==> src/rtl/hamm_pkg.sv <==
// rtl/hamm_pkg.sv - shared types, widths and the (7,4) Hamming encode function
package hamm_pkg;

    localparam int CW_W  = 7;
    localparam int NIB_W = 4;
    localparam int CNT_W = 16;

    typedef enum logic [1:0] {
        IDLE    = 2'd0,
        SEND_LO = 2'd1,
        SEND_HI = 2'd2
    } state_t;

    // Returned vector is code[7:1]; odd parity inverts only the three check bits.
    function automatic logic [CW_W-1:0] hamm_encode(input logic [NIB_W-1:0] nibble,
                                                   input logic parity_type);
        logic p1, p2, p4;
        p1 = nibble[0] ^ nibble[1] ^ nibble[3] ^ parity_type;
        p2 = nibble[0] ^ nibble[2] ^ nibble[3] ^ parity_type;
        p4 = nibble[1] ^ nibble[2] ^ nibble[3] ^ parity_type;
        return {nibble[3], nibble[2], nibble[1], p4, nibble[0], p2, p1};
    endfunction

endpackage

==> src/rtl/hamm_nib_enc.sv <==
// rtl/hamm_nib_enc.sv - combinational single-nibble Hamming encoder
module hamm_nib_enc
    import hamm_pkg::*;
(
    input  logic [NIB_W-1:0] nibble,
    input  logic             parity_type,
    output logic [CW_W-1:0]  code
);

    assign code = hamm_encode(nibble, parity_type);

endmodule

==> src/rtl/hamm_enc_stream.sv <==
// rtl/hamm_enc_stream.sv - byte stream to two Hamming codewords; HAMM_ENC_ERR_INJ_EN adds error injection
module hamm_enc_stream
    import hamm_pkg::*;
(
    input  logic             clk,
    input  logic             rst_n,
    input  logic             s_valid,
    output logic             s_ready,
    input  logic [7:0]       s_data,
    input  logic             parity_type,
    output logic             m_valid,
    input  logic             m_ready,
    output logic [CW_W-1:0]  m_code,
    output logic             m_last,
    output logic [CNT_W-1:0] cw_count
`ifdef HAMM_ENC_ERR_INJ_EN
    ,
    input  logic             err_inj,
    input  logic [2:0]       err_pos
`endif
);

    state_t          state;
    logic [CW_W-1:0] lo_enc, hi_enc, lo_load, hi_code;
    logic            in_xfer, out_xfer;

    hamm_nib_enc u_enc_lo (.nibble(s_data[3:0]), .parity_type(parity_type), .code(lo_enc));
    hamm_nib_enc u_enc_hi (.nibble(s_data[7:4]), .parity_type(parity_type), .code(hi_enc));

`ifdef HAMM_ENC_ERR_INJ_EN
    // err_pos counts codeword positions from 1; position 0 leaves the word clean.
    always_comb begin
        lo_load = lo_enc;
        if (err_inj && err_pos != 3'd0)
            lo_load[err_pos - 3'd1] = ~lo_enc[err_pos - 3'd1];
    end
`else
    assign lo_load = lo_enc;
`endif

    always_comb begin
        s_ready = 1'b0;
        case (state)
            IDLE:    s_ready = 1'b1;
            SEND_HI: s_ready = m_ready;
            default: s_ready = 1'b0;
        endcase
    end

    assign in_xfer  = s_valid && s_ready;
    assign out_xfer = m_valid && m_ready;

    always_ff @(posedge clk or negedge rst_n) begin
        if (!rst_n) begin
            state    <= IDLE;
            m_valid  <= 1'b0;
            m_code   <= '0;
            m_last   <= 1'b0;
            hi_code  <= '0;
            cw_count <= '0;
        end else begin
            if (out_xfer)
                cw_count <= cw_count + 1'b1;
            case (state)
                IDLE: begin
                    if (in_xfer) begin
                        m_code  <= lo_load;
                        hi_code <= hi_enc;
                        m_valid <= 1'b1;
                        m_last  <= 1'b0;
                        state   <= SEND_LO;
                    end
                end
                SEND_LO: begin
                    if (m_ready) begin
                        m_code <= hi_code;
                        m_last <= 1'b1;
                        state  <= SEND_HI;
                    end
                end
                SEND_HI: begin
                    if (m_ready) begin
                        if (s_valid) begin
                            m_code  <= lo_load;
                            hi_code <= hi_enc;
                            m_last  <= 1'b0;
                            state   <= SEND_LO;
                        end else begin
                            m_valid <= 1'b0;
                            m_last  <= 1'b0;
                            state   <= IDLE;
                        end
                    end
                end
                default: begin
                    m_valid <= 1'b0;
                    m_last  <= 1'b0;
                    state   <= IDLE;
                end
            endcase
        end
    end

endmodule

==> config.mk <==
export PLATFORM = sky130hd
export DESIGN_NAME = hamm_enc_stream
export DESIGN_NICKNAME = d
export VERILOG_FILES = /design/src/rtl/hamm_pkg.sv /design/src/rtl/hamm_nib_enc.sv /design/src/rtl/hamm_enc_stream.sv
export SDC_FILE = /design/constraint.sdc
export NUM_CORES = 1
export LEC_CHECK = 0
export CAP_MARGIN = 20
export CORE_ASPECT_RATIO = 2
export CORE_MARGIN = 1.5
export CORE_UTILIZATION = 53
export DETAILED_ROUTE_END_ITERATION = 10
export HOLD_SLACK_MARGIN = 0.02
export PLACE_DENSITY = 0.84
export SETUP_SLACK_MARGIN = 0.4
export SLEW_MARGIN = 20
export SYNTH_ARGS = -nofsm -noshare
export SYNTH_HDL_FRONTEND = slang
export SYNTH_SLANG_ARGS = --single-unit
==> constraint.sdc <==
create_clock -name clk -period 4.3 [get_ports clk]
set_input_delay 0.86 -clock clk [delete_from_list [all_inputs] [get_ports clk]]
set_output_delay 0.86 -clock clk [all_outputs]
set_load 0.02 [all_outputs]
==> flow_summary.ini <==
[outcome]
status = complete, no violations

[clock_tree]
clockRootBuffer = clkbuf_8
post_cts_buffers = 0
cts_tree = yes
clkTransAtPathRegs_ns = 0.06
htreeDepth = 2
cts_buffers = 5
cts.sinks = 34
cts_resized = 0
clock_latency_ns = 0.29
clockBufferDepth = 2
cts_hold_buf = 0

[finish]
seq_area_um2 = 851
final_layout_size_suffix_gt1_frac = 0.126
layout_commonest_cell = clkdlybuf4s50_1
final_core_util = 0.724
final_cell_mix = 38 x clkdlybuf4s50_1, 34 x dfrtp_1, 17 x xnor2_1, 14 x nor2_1, 12 x nand2_1
fill_cells = 232
diodes = 0
area_growth_pct = 29.5
nNetsFinal = 203
multi_input_area_um2 = 748

[setup_path]
critPathKind = in2out
reg2reg_depth = 3
r2r_slack_ns = 2.73
critical-path-max-stage-delay_ns = 0.64
crit_arrival_ns = 2.32
crit_path_max_fanout = 9
startpoint_type = primary input
endpoint_kind = primary output
worst_path_max_delay_cell = clkdlybuf4s50_1
critPathLaunch = m_ready
cpMostUsedCell = clkdlybuf4s50_1
r2r_start = state[1]$_DFFE_PN0P_
timing.rr.end = hi_code[5]$_DFFE_PN0P_
cp-endpoint = s_ready
required_ns = 3.44
worstPathCellList = clkdlybuf4s50_1, nor2b_2, nor2_1, clkdlybuf4s50_1

[route]
drc_errors = 0
avgRoutedWirePerCell_um = 15.9
vias = 1231
routed_wl_um = 3500
drt_iter0_markers = 24
drtPass1Iterations = 4
route.antenna.remaining_nets = 0
vias_per_cell = 5.60

[yosys]
synth_largest_area_cell = dfrtp_1
netlist_area_mm2 = 0.00165
ys_async_sr_fraction = 1.00
syn_avg_cell_area_um2 = 11.2
synth_warnings = 0
synth_top_area_share = 0.517
synth-edff-count = 0
synth.distinct_cells = 29
ys.flop_type = dfrtp_1
syn_inst = 147
yosysSeqAreaShare = 0.517
synth_nets = 161
synth_area_leaders = dfrtp_1 52%, xnor2_1 9.0%, xor2_1 5.3%
ys_ff_latch = 34

[flow_run]
timing.max_cap.violations = 0

[sta]
min_period_ns = 3.18
finalSetupTns_ns = 0
rsz0062_at_grt = no
finalCritPeriodShare = 0.740
maxSlewHeadroom = 0.699
hold_viol = 0
worst_pin_slew_ns = 0.452
drv_slew = 0
fin_skew_ns = 0.00855
fmax_ghz = 0.314
setup_viol = 0

[floorplan]
core_area_mm2 = 0.00294
die_h_um = 81.8
num_rows = 28
die_area_mm2 = 0.00347
io_pins = 39
die_w_um = 42.4
initial_core_util = 0.559

[power_and_ir_drop]
combinationalPowerShare = 0.418
power.switching_mw = 0.483
internal_power_mw = 0.843
pwr-share-seq = 0.398
p_clk_frac = 0.184
powerDensity_mw_per_mm2 = 622
p_sw_frac = 0.364
p_leak_nw = 0.929
vdd_drop_max_mv = 0.420

[placed_design]
port_buffers = 38
gp_congestion = 0.754
dp_hpwl_um = 2660

[global_route]
grt_pass1_wl_um = 5890
grt_antenna_before_repair = 0
grt_pass1_vias = 1313
grt_overflow = 0
grt_max_degree = 35
grt_util_all_layers = 0.230

[worst_hold_path]
worstHoldPathType = reg2reg
min_from = cw_count[15]$_DFFE_PN0P_
[power by group through the flow]
stage / Clock [mW] / Combinational (mW) / Sequential, mW
2_1_floorplan: 0 / 0.275 / 0.595
3_3_place_gp: 0 / 0.538 / 0.523
3_5_place_dp: 0 / 0.558 / 0.533
4_1_cts: 0.247 / 0.562 / 0.527
5_1_grt: 0.264 / 0.604 / 0.542
6_report: 0.244 / 0.554 / 0.528
[metrics by stage]
stage               power (mW)  hold slack (ns)  worst slack (ns)  instance area, um^2  cells
finish                    1.33            0.480              1.12                 2130    220
CTS                       1.34            0.479              1.11                 2130    220
floorplan                0.871            0.451              2.12                 1650    147
global placement          1.06            0.464              1.19                 2040    212
global route              1.41            0.497              1.04                 2130    220
detailed placement        1.09            0.467              1.10                 2040    212
[Yosys cell counts, drive strengths merged (2+ instances only)]
cell,n
mux2i,5
a21oi,8
xnor2,17
dfrtp,34
nor2b,2
nand3,6
nor3,2
nor2,15
nand2b,4
and3,2
o21ai,7
buf,5
mux2,8
nand4,3
xor2,11
nand2,12
[worst min-delay path by stage]
| stage | endpoint | depth (start not counted) |
|---|---|---|
| final | cw_count[15]$_DFFE_PN0P_ | 1 |
| after global routing | cw_count[15]$_DFFE_PN0P_ | 1 |
| after CTS | cw_count[15]$_DFFE_PN0P_ | 1 |
| after detailed placement | cw_count[15]$_DFFE_PN0P_ | 1 |
| after global placement | cw_count[15]$_DFFE_PN0P_ | 1 |
| after floorplan | hi_code[3]$_DFFE_PN0P_ | 2 |
[per-layer routing]
layer / share of wire / up-vias / wire length, um / track usage
met5: 0 / - / 0 / 0
met4: 0.017 / 0 / 61 / 0.0844
met3: 0.044 / 7 / 155 / 0.0571
met2: 0.58 / 37 / 2020 / 0.448
met1: 0.36 / 611 / 1260 / 0.228
li1: - / 576 / - / -
[worst max-delay path, delay by kind of cell]
| kind | cells | cell delay (ns) |
|---|---|---|
| simple gates | 2 | 0.22 |
| buf+inv | 2 | 1.25 |
[logic make-up (layout without fill, tap and decap cells)]
kind of cell / count (synthesis) / after routing / synth area share
compound gates: 17 / 17 / 0.0563
xor+xnor: 28 / 28 / 0.154
fa+ha+maj: 1 / 1 / 0.00760
buf+inv: 6 / 49 / 0.0281
flops: 34 / 34 / 0.517
mux: 13 / 13 / 0.0897
simple gates: 48 / 48 / 0.148
[cell type report]
| cell class | instances | share of cell area |
|---|---|---|
| clock buffers | 6 | 0.0388 |
| clock inverters | 2 | 0.00587 |
| multi-input cells | 107 | 0.351 |
| flip-flops and latches | 34 | 0.399 |
| repair buffers | 40 | 0.186 |
| well taps | 30 | 0.0176 |
| inverters | 1 | 0.00176 |
[flip-flops by register name, summed over array words and instances (netlist names)]
signal and count:
m_code 7, cw_count 16, state 2, hi_code 7, m_last 1, m_valid 1
(Power assumes the default switching activity.)
